<file path="config.mk">
export PLATFORM = sky130hd
export DESIGN_NAME = param_extend_pipe
export DESIGN_NICKNAME = d
export VERILOG_FILES = /design/src/rtl/param_extend_pipe_pkg.sv /design/src/rtl/param_extend_pipe_ext_lane.sv /design/src/rtl/param_extend_pipe.sv
export SDC_FILE = /design/constraint.sdc
export NUM_CORES = 1
export LEC_CHECK = 0
export BUFFER_PORTS_ARGS = -buffer_cell sky130_fd_sc_hd__clkbuf_2
export CAP_MARGIN = 20
export CORE_ASPECT_RATIO = 1.1
export CORE_MARGIN = 1
export CORE_UTILIZATION = 55
export CTS_CLUSTER_DIAMETER = 40
export DETAILED_ROUTE_END_ITERATION = 8
export PLACE_DENSITY_LB_ADDON = 0.3
export SETUP_SLACK_MARGIN = 0.15
export SYNTH_ARGS = -nofsm -noshare
export SYNTH_HDL_FRONTEND = slang
export SYNTH_SLANG_ARGS = --single-unit
</file>
<file path="constraint.sdc">
create_clock -name clk -period 3 [get_ports clk]
set_input_delay 0 -clock clk [delete_from_list [all_inputs] [get_ports clk]]
set_output_delay 0 -clock clk [all_outputs]
set_load 0.05 [all_outputs]
</file>
<file path="src/rtl/param_extend_pipe_pkg.sv">
// Shared types for the lane width/sign conversion pipe.
//   ext_mode_e    : per-lane signedness selection (inherit / force signed / force unsigned / reserved)
//   lane_result_t : one converted lane, carried at EXT_MAX_W bits so the sub-module can
//                   derive the truncation flag from the bits above OUT_W
package param_ext_pkg;

    typedef enum logic [1:0] {
        EXT_INHERIT  = 2'd0,
        EXT_SIGNED   = 2'd1,
        EXT_UNSIGNED = 2'd2,
        EXT_RSVD     = 2'd3
    } ext_mode_e;

    // Internal extension width; IN_W and OUT_W must both be strictly below this.
    localparam int unsigned EXT_MAX_W = 64;

    typedef struct packed {
        logic [EXT_MAX_W-1:0] data;
        logic                 sign;
        logic                 trunc;
    } lane_result_t;

endpackage

</file>
<file path="src/rtl/param_extend_pipe_ext_lane.sv">
// Combinational conversion of one lane from IN_W to OUT_W bits.
// Ports:
//   value      : IN_W-bit source lane
//   src_signed : signedness carried by the source literal
//   mode       : declared-type override (ext_mode_e)
//   data       : OUT_W-bit converted value
//   sign       : effective_signed ? data[OUT_W-1] : 0
//   trunc      : conversion lost information
//   rsvd       : mode is the reserved encoding
module ext_lane
    import param_ext_pkg::*;
#(
    parameter int unsigned IN_W  = 8,
    parameter int unsigned OUT_W = 16
) (
    input  logic [IN_W-1:0]  value,
    input  logic             src_signed,
    input  ext_mode_e        mode,
    output logic [OUT_W-1:0] data,
    output logic             sign,
    output logic             trunc,
    output logic             rsvd
);

    logic                       eff_signed;
    lane_result_t               res;
    logic [EXT_MAX_W-OUT_W-1:0] dropped;

    always_comb begin
        eff_signed = 1'b0;
        rsvd       = 1'b0;
        unique case (mode)
            EXT_INHERIT:  eff_signed = src_signed;
            EXT_SIGNED:   eff_signed = 1'b1;
            EXT_UNSIGNED: eff_signed = 1'b0;
            EXT_RSVD: begin
                eff_signed = 1'b0;
                rsvd       = 1'b1;
            end
        endcase
    end

    // Extend to the full internal width first; everything above OUT_W is then exactly the
    // set of dropped bits (plus copies of the source MSB), which covers all three
    // OUT_W vs IN_W cases with one comparison.
    always_comb begin
        res = '0;
        if (eff_signed) begin
            res.data = {{(EXT_MAX_W-IN_W){value[IN_W-1]}}, value};
        end else begin
            res.data = {{(EXT_MAX_W-IN_W){1'b0}}, value};
        end
        dropped  = res.data[EXT_MAX_W-1:OUT_W];
        res.sign = eff_signed & res.data[OUT_W-1];
        if (eff_signed) begin
            res.trunc = |(dropped ^ {(EXT_MAX_W-OUT_W){res.data[OUT_W-1]}});
        end else begin
            res.trunc = |dropped;
        end
    end

    assign data  = res.data[OUT_W-1:0];
    assign sign  = res.sign;
    assign trunc = res.trunc;

endmodule

</file>
<file path="src/rtl/param_extend_pipe.sv">
// Multi-lane sign/width conversion stage with a DEPTH-entry output FIFO.
// Ports:
//   clk, rst_n             : clock, asynchronous active-low reset
//   in_valid/in_ready      : input handshake; in_ready = FIFO not full
//   in_data                : NCH lanes of IN_W bits, lane i at [i*IN_W +: IN_W]
//   in_src_signed          : per-lane source signedness
//   mode                   : per-lane 2-bit ext_mode_e
//   out_valid/out_ready    : output handshake on the registered FIFO head
//   out_data/out_sign/out_trunc : converted lanes and per-lane flags of the head beat
//   trunc_count, cnt_clr   : saturating count of truncating lanes, synchronous clear
//   cfg_err                : sticky, an accepted beat used the reserved mode
module param_extend_pipe
    import param_ext_pkg::*;
#(
    parameter int unsigned NCH   = 4,
    parameter int unsigned IN_W  = 8,
    parameter int unsigned OUT_W = 16,
    parameter int unsigned DEPTH = 2,
    parameter int unsigned CNT_W = 8
) (
    input  logic                 clk,
    input  logic                 rst_n,
    input  logic                 in_valid,
    output logic                 in_ready,
    input  logic [NCH*IN_W-1:0]  in_data,
    input  logic [NCH-1:0]       in_src_signed,
    input  logic [2*NCH-1:0]     mode,
    output logic                 out_valid,
    input  logic                 out_ready,
    output logic [NCH*OUT_W-1:0] out_data,
    output logic [NCH-1:0]       out_sign,
    output logic [NCH-1:0]       out_trunc,
    output logic [CNT_W-1:0]     trunc_count,
    input  logic                 cnt_clr,
    output logic                 cfg_err
);

    localparam int unsigned PTR_W = (DEPTH > 1) ? $clog2(DEPTH) : 1;
    localparam int unsigned OCC_W = $clog2(DEPTH + 1);
    localparam int unsigned PC_W  = $clog2(NCH + 1);
    localparam int unsigned SUM_W = ((CNT_W > PC_W) ? CNT_W : PC_W) + 1;
    localparam logic [CNT_W-1:0] CNT_MAX = '1;

    logic [NCH*OUT_W-1:0] lane_data;
    logic [NCH-1:0]       lane_sign;
    logic [NCH-1:0]       lane_trunc;
    logic [NCH-1:0]       lane_rsvd;

    for (genvar i = 0; i < NCH; i++) begin : g_lane
        ext_lane #(
            .IN_W  (IN_W),
            .OUT_W (OUT_W)
        ) u_lane (
            .value      (in_data[i*IN_W +: IN_W]),
            .src_signed (in_src_signed[i]),
            .mode       (ext_mode_e'(mode[2*i +: 2])),
            .data       (lane_data[i*OUT_W +: OUT_W]),
            .sign       (lane_sign[i]),
            .trunc      (lane_trunc[i]),
            .rsvd       (lane_rsvd[i])
        );
    end

    // FIFO storage and control
    logic [NCH*OUT_W-1:0] data_mem_q  [DEPTH];
    logic [NCH-1:0]       sign_mem_q  [DEPTH];
    logic [NCH-1:0]       trunc_mem_q [DEPTH];
    logic [PTR_W-1:0]     wr_ptr_q, rd_ptr_q;
    logic [OCC_W-1:0]     count_q;
    logic                 push, pop;

    function automatic logic [PTR_W-1:0] ptr_inc(input logic [PTR_W-1:0] p);
        return (p == PTR_W'(DEPTH - 1)) ? '0 : p + PTR_W'(1);
    endfunction

    // in_ready depends only on occupancy, never on out_ready.
    assign in_ready  = (count_q != OCC_W'(DEPTH));
    assign out_valid = (count_q != '0);
    assign push      = in_valid & in_ready;
    assign pop       = out_valid & out_ready;

    assign out_data  = data_mem_q[rd_ptr_q];
    assign out_sign  = sign_mem_q[rd_ptr_q];
    assign out_trunc = trunc_mem_q[rd_ptr_q];

    always_ff @(posedge clk or negedge rst_n) begin
        if (!rst_n) begin
            wr_ptr_q <= '0;
            rd_ptr_q <= '0;
            count_q  <= '0;
            for (int i = 0; i < DEPTH; i++) begin
                data_mem_q[i]  <= '0;
                sign_mem_q[i]  <= '0;
                trunc_mem_q[i] <= '0;
            end
        end else begin
            if (push) begin
                data_mem_q[wr_ptr_q]  <= lane_data;
                sign_mem_q[wr_ptr_q]  <= lane_sign;
                trunc_mem_q[wr_ptr_q] <= lane_trunc;
                wr_ptr_q              <= ptr_inc(wr_ptr_q);
            end
            if (pop) begin
                rd_ptr_q <= ptr_inc(rd_ptr_q);
            end
            if (push && !pop) begin
                count_q <= count_q + OCC_W'(1);
            end else if (pop && !push) begin
                count_q <= count_q - OCC_W'(1);
            end
        end
    end

    // Truncation counter
    logic [PC_W-1:0]  trunc_pop;
    logic [SUM_W-1:0] cnt_sum;
    logic [CNT_W-1:0] trunc_count_q;
    logic             cfg_err_q;

    always_comb begin
        trunc_pop = '0;
        for (int i = 0; i < NCH; i++) begin
            trunc_pop = trunc_pop + PC_W'(lane_trunc[i]);
        end
        cnt_sum = SUM_W'(trunc_count_q) + SUM_W'(trunc_pop);
    end

    always_ff @(posedge clk or negedge rst_n) begin
        if (!rst_n) begin
            trunc_count_q <= '0;
            cfg_err_q     <= 1'b0;
        end else begin
            // Clear wins over the accepted beat's contribution.
            if (cnt_clr) begin
                trunc_count_q <= '0;
            end else if (push) begin
                trunc_count_q <= (cnt_sum > SUM_W'(CNT_MAX)) ? CNT_MAX : cnt_sum[CNT_W-1:0];
            end
            if (push && (|lane_rsvd)) begin
                cfg_err_q <= 1'b1;
            end
        end
    end

    assign trunc_count = trunc_count_q;
    assign cfg_err     = cfg_err_q;

endmodule

</file>
==> metrics, run 1 <==
ant diodes 0; number of synthesized flops with an enable pin 0; commonest non-fill, non-tap cells in the layout 130 x clkbuf_2, 100 x dfrtp_1, 96 x mux2_2; fillers ~610; gr usage total about 22%; I/O Buffers roughly 130; fmax about 440 MHz; clk sink count ~100; die area 9140 um2; RePlAce Congestion 0.869; Simple-Gate Fraction of Synth Area 4.75%; skew final just under 0.01 ns; crit-path max FO 40; Synth Register Bits a little over 100; Worst Hold End sign_mem_q[3]$_DFFE_PN0P_; Synth Area per Inst between 10 and 15 um2; XOR/XNOR Fraction of Synth Area 0.909%; critical path required time around 3.0 ns; Final ANT Viol Nets 0; initial drt markers 103; share of cells above drive strength 1 approximately half; via count about 3,300; via density per instance a little over 5; final non-filler cell total roughly 630; area of placed instances roughly 5300 um2; Post-Synthesis Cell Area between 4000 and 5000 um2; Setup violations, final 0; post-CTS resize count 0; Area Overhead vs Synth 22.7%; Min-Delay Path Class in2reg; crit path cell chain o21ai_0 > clkbuf_2; fin nets approximately 570; num rows 35; Hold Fails Final Rpt 0; WS Path Type reg2out; worst r2r src count_q[0]$_DFFE_PN0P_; core area 8450 um2; setup TNS 0 ns; vias in the first global route between 3,000 and 4,000; Mapped Cells about 370; Synth Area in Adders approximately 1.8%; WHS Path Cells 4; Clock Latency Late Sink ~0.36 ns; clk slew on worst S/H paths ~0.1 ns; ys flop type dfrtp_1; largest family of logic cells by synthesized area multiplexers; MaxCap Viol Count 0; Starting Density a little under three fifths; Root Buffer clkbuf_8; drt drc 0; Worst setup SP type register; clock buffer depth 2; asr flop ratio synth 100%; final slew viol count 0; first-pass GRT wire length between 15,000 and 20,000 um; Unique masters post-synth 40; wire per inst around 15 um; Top delay family on crit path compound AO/OA/AOI/OAI gates; Post-DP HPWL roughly 6500 um; initial antenna violation count 0; Worst Setup End Kind output port; chip width 91.3 um; CTS buffer count 9; post-route cell area between 5000 and 6000 um2; status complete, no violations; CP Data Arrival Time between 2 and 2.5 ns; drt pass-1 iters 4; # placed instances between 500 and 600; gr ovfl total 0; final worst path period share 75.3%; CTS tree built; I/O Pins 132; CP max stage delay 0.77 ns; worst relative slew slack about 44%; unrepaired setup endpoints after global routing no; Least-Margin Pin Slew approximately 0.84 ns; R2R depth 5; multiplexer share of the synthesized area between 20% and 30%; Seq/Total Area, Yosys roughly 52%; Buffers & Inverters on Critical Path 1; DRT Wirelength ~9600 um; HP Start mode[7]; R2R setup slack approximately 0.8 ns; commonest non-fill, non-tap cell in the layout clkbuf_2; Yosys Warn Count 0; slowest CP cell o21ai_0; complex-gate fraction of the synthesized area slightly below 5%; fin crit period around 2.3 ns; Die Y between 100 and 150 um; reg-to-reg endpoint data_mem_q[16]$_DFFE_PN0P_; largest net degree at the start of global routing 69; H-tree depth 3
==> area by class of cell <==
cell class	instances	area, um2	share of cell area, %
clock buffer	10	138	2.33
clock inverter	6	56.3	0.952
inverter	23	86.3	1.46
multi-input combinational	202	1890	32.0
sequential	101	2530	42.8
tap	111	139	2.35
timing repair buffer	174	1070	18.2
==> how the worst max path moves through the flow <==
stage          cells after the start  slack (ns)                    from                         end
4_1_cts                            2        0.72    rd_ptr_q$_DFFE_PN0P_                out_data[10]
3_3_place_gp                       5        0.87  count_q[0]$_DFFE_PN0P_   data_mem_q[3]$_DFFE_PN0P_
2_1_floorplan                      4        0.39    rd_ptr_q$_DFFE_PN0P_                out_data[41]
5_1_grt                            2        0.51    rd_ptr_q$_DFFE_PN0P_                out_data[15]
3_5_place_dp                       5        0.82  count_q[0]$_DFFE_PN0P_  data_mem_q[16]$_DFFE_PN0P_
6_report                           2        0.74    rd_ptr_q$_DFFE_PN0P_                 out_data[8]
==> per-layer routing <==
| layer | up-vias | routed length [um] | track usage (%) |
|---|---|---|---|
| li1 | 1529 | - | - |
| met1 | 1622 | 4170 | 28.6 |
| met2 | 96 | 4840 | 37.6 |
| met3 | 10 | 471 | 5.38 |
| met4 | 0 | 120 | 6.59 |
| met5 | - | 0 | 0 |
==> stage by stage <==
step           util, %  hold slack (ns)  setup WS (ns)
2_1_floorplan        -           -0.296          0.389
4_1_cts           70.0           0.0551          0.716
6_report          70.0           0.0732          0.741
3_5_place_dp      63.3            0.160          0.817
3_3_place_gp      63.3            0.159          0.871
5_1_grt           70.0           0.0757          0.511
==> Yosys cell counts (4+ instances only) <==
library cell  count  area share, %
a211oi_1          4           0.62
a311oi_1          4           0.73
a41oi_1           4           0.73
and2_1            7           0.91
and3_1            4           0.52
buf_2             5           0.52
buf_4            33            5.1
clkbuf_1          4           0.31
dfrtp_1         101             52
inv_1            22            1.7
mux2_1            4           0.93
mux2_2           96             22
mux2i_1          16            3.3
nand2_1          12           0.93
nor2b_1           5           0.65
o211ai_1          4           0.62
o21ai_0           8           0.83
==> worst min-delay path, cell delays in order <==
cell	delay, ns
clkbuf_2	0.09
inv_1	0.04
o211ai_1	0.16
mux2i_1	0.10
==> sequential cells by signal, indices dropped and copies added (netlist names) <==
signal	count
cfg_err	1
data_mem_q	72
wr_ptr_q	1
count_q	2
trunc_mem_q	8
rd_ptr_q	1
sign_mem_q	8
trunc_count	8
==> logic make-up (layout without fill, tap and decap cells) <==
logic type | count (synthesis) | count (layout)
other | 1 | 4
XOR/XNOR | 5 | 5
adder cells (fa/ha/maj) | 5 | 5
buffers and inverters | 69 | 213
multiplexers | 116 | 116
flip-flops | 101 | 101
AO/OA/AOI/OAI | 33 | 33
AND/OR/NAND/NOR | 39 | 39
==> timing repair <==
| item | CTS | global route |
|---|---|---|
| endpoints found under the hold margin | 140 | 0 |
| hold buffers | 37 | 0 |
| setup buffers | 0 | 0 |
Power of run 1 is left out: the tool's default activity adds up to more than one toggle a clock period on the data nets, which glitch-free logic cannot reach.
==> run 2: changes to the inputs <==
Settings changed: CORE_UTILIZATION 55 to 47.
Clock period 3 ns to 2 ns, I/O delays scaled along.
==> run 2 against run 1 <==
  * Clock-buffer cell count up 3
  * Sequential share of layout area down 0.70 points
  * Largest cell class unchanged
  * Non-clock buffer count up 2
  * Cell count up 1.8%
  * Routed wire length down 1.3%
  * Sequential cell count unchanged
  * Die area up 17%
  * First-iteration DRC count down 22%
  * The run now ends with DRC left
  * Core utilization down 9.4 points
  * Global-route usage down 3.0 points
  * Setup slack worse by 0.49 ns
==> metrics, run 2 (synthesis results as in run 1) <==
fin nets 567 (+0.35%); unrepaired setup endpoints after global routing no; commonest non-fill, non-tap cells in the layout 130 x clkbuf_2, 99 x dfrtp_1, 96 x mux2_2; clk slew on worst S/H paths 0.10 ns (about the same); clock buffer depth 2 (unchanged); MaxCap Viol Count 0 (unchanged); vias in the first global route 3,222 (-2.9%); I/O Buffers 131 (unchanged); fin crit period approximately 1.7 ns; # placed instances 585 (+1.9%); Setup violations, final 0 (unchanged); DRT Wirelength 9470 um (-1.3%); CTS tree built; CTS buffer count 9 (unchanged); Root Buffer clkbuf_8; clk sink count 101 (unchanged); Area Overhead vs Synth 24.8%; drt pass-1 iters 8 (+4); via density per instance 5.08 (-2.2%); largest net degree at the start of global routing 56 (-19%); WS Path Type reg2reg; largest reg by FF count data_mem_q; R2R setup slack 0.25 ns (-0.56 ns); Post-DP HPWL 6410 um (-1.8%); Hold Fails Final Rpt 0 (unchanged); initial drt markers 80 (-22%); CP Data Arrival Time 2.01 ns (-0.25 ns); num rows 38 (+8.6%); chip width 98.6 um (+8.0%); gr usage total 19.2% (-3.0 points); die area 10,700 um2 (+17%); core area 9940 um2 (+18%); setup TNS 0 ns (unchanged); Post-Route Utilization 60.5% (-9.4 points); via count 3,240 (-0.52%); Clock Latency Late Sink 0.37 ns (about the same); Place WS 0.151 ns (-0.666 ns); drt drc 9 (+9); share of cells above drive strength 1 51.0% (+1.5 points); failing checks DRC; status complete, but fails checks; RePlAce Congestion 0.886 (+1.9%); skew final 0.0163 ns (+0.00643 ns); critical path required time 2.26 ns (-0.74 ns); crit-path max FO 3 (-93%); commonest non-fill, non-tap cell in the layout clkbuf_2; R2R depth 4 (-1); ant diodes 0 (unchanged); reg-to-reg endpoint trunc_count[0]$_DFFE_PN0P_; setup ws final 0.251 ns (-0.491 ns); final slew viol count 0 (unchanged); final worst path period share 87.5%; Worst setup SP type register; WHS Path Cells 3 (-1); Largest register FFs 72 (unchanged); HP Start mode[7]; initial antenna violation count 0 (unchanged); Die Y 108 um (+8.0%); fmax 572 MHz; final non-filler cell total 638 (+1.8%); worst relative slew slack 62.6% (+18 points); Least-Margin Pin Slew 0.562 ns (-0.277 ns); Final ANT Viol Nets 0 (unchanged); gr ovfl total 0 (unchanged); worst r2r src trunc_count[0]$_DFFE_PN0P_; I/O Pins 132 (unchanged); first-pass GRT wire length 15,800 um (-0.48%); wire per inst 14.8 um (-3.0%); Worst Setup End Kind register; Starting Density 48.5% (-8.5 points); Worst Hold End cfg_err$_DFFE_PN0P_; Min-Delay Path Class in2reg; H-tree depth 3 (unchanged)
## run 2: cell types whose count changed in the layout (fill, tap and decap cells not counted), sizes merged
cell and change:
dlygate4sd3 -2, clkbuf +3, buf +4, inv -3, bufinv +2, clkinv -3, clkinvlp +1
## run 2: area by class of cell
| type | count | area, um2 |
|---|---|---|
| timing repair buffer | 176 | 1110 |
| multi-input combinational | 202 | 1910 |
| clock inverter | 3 | 67.6 |
| sequential | 101 | 2530 |
| tap | 120 | 150 |
| clock buffer | 13 | 159 |
| fill | 778 | 3920 |
| inverter | 23 | 90.1 |
## run 2: worst max-delay path by stage
stage                                    start  cells past startpoint                         end  slack [ns]
finish              trunc_count[0]$_DFFE_PN0P_                      4  trunc_count[0]$_DFFE_PN0P_        0.25
CTS                       rd_ptr_q$_DFFE_PN0P_                      3                out_data[59]        0.20
floorplan                 rd_ptr_q$_DFFE_PN0P_                      4                out_data[41]       -0.05
detailed placement      count_q[0]$_DFFE_PN0P_                      5  data_mem_q[37]$_DFFE_PN0P_        0.15
global placement        count_q[0]$_DFFE_PN0P_                      5  data_mem_q[54]$_DFFE_PN0P_        0.26
global route            count_q[0]$_DFFE_PN0P_                      8      count_q[1]$_DFFE_PN0P_        0.19
## run 2: per-layer routing
metal,vias to the layer above,global-route usage [%],wire length [um]
met3,15,5.69,431
met4,0,7.36,212
met1,1599,23.9,4200
met2,93,31.6,4630
li1,1533,-,-
met5,-,0,0
## run 2: stage by stage
| step | instance area (um2) | hold WS, ns |
|---|---|---|
| detailed placement | 5400 | -0.0447 |
| CTS | 5990 | 0.0111 |
| floorplan | 4830 | -0.296 |
| global placement | 5400 | -0.0499 |
| finish | 6010 | 0.0202 |
| global route | 6010 | 0.0416 |
## run 2: critical path, cell delays in order, from the launching register on
cell and delay (ns):
dfrtp_2 0.44, fa_2 0.43, fa_1 0.47, nor3_1 0.20
a211oi_1 0.10
## run 2: what timing repair did
action,4_1_cts,5_1_grt
hold buffers,35,0
setup endpoints to repair,9,35
hold endpoints to repair,174,0
gates cloned,0,0
setup buffers,1,1
resized for setup,1,4
Power of run 2 is left out for the same reason.
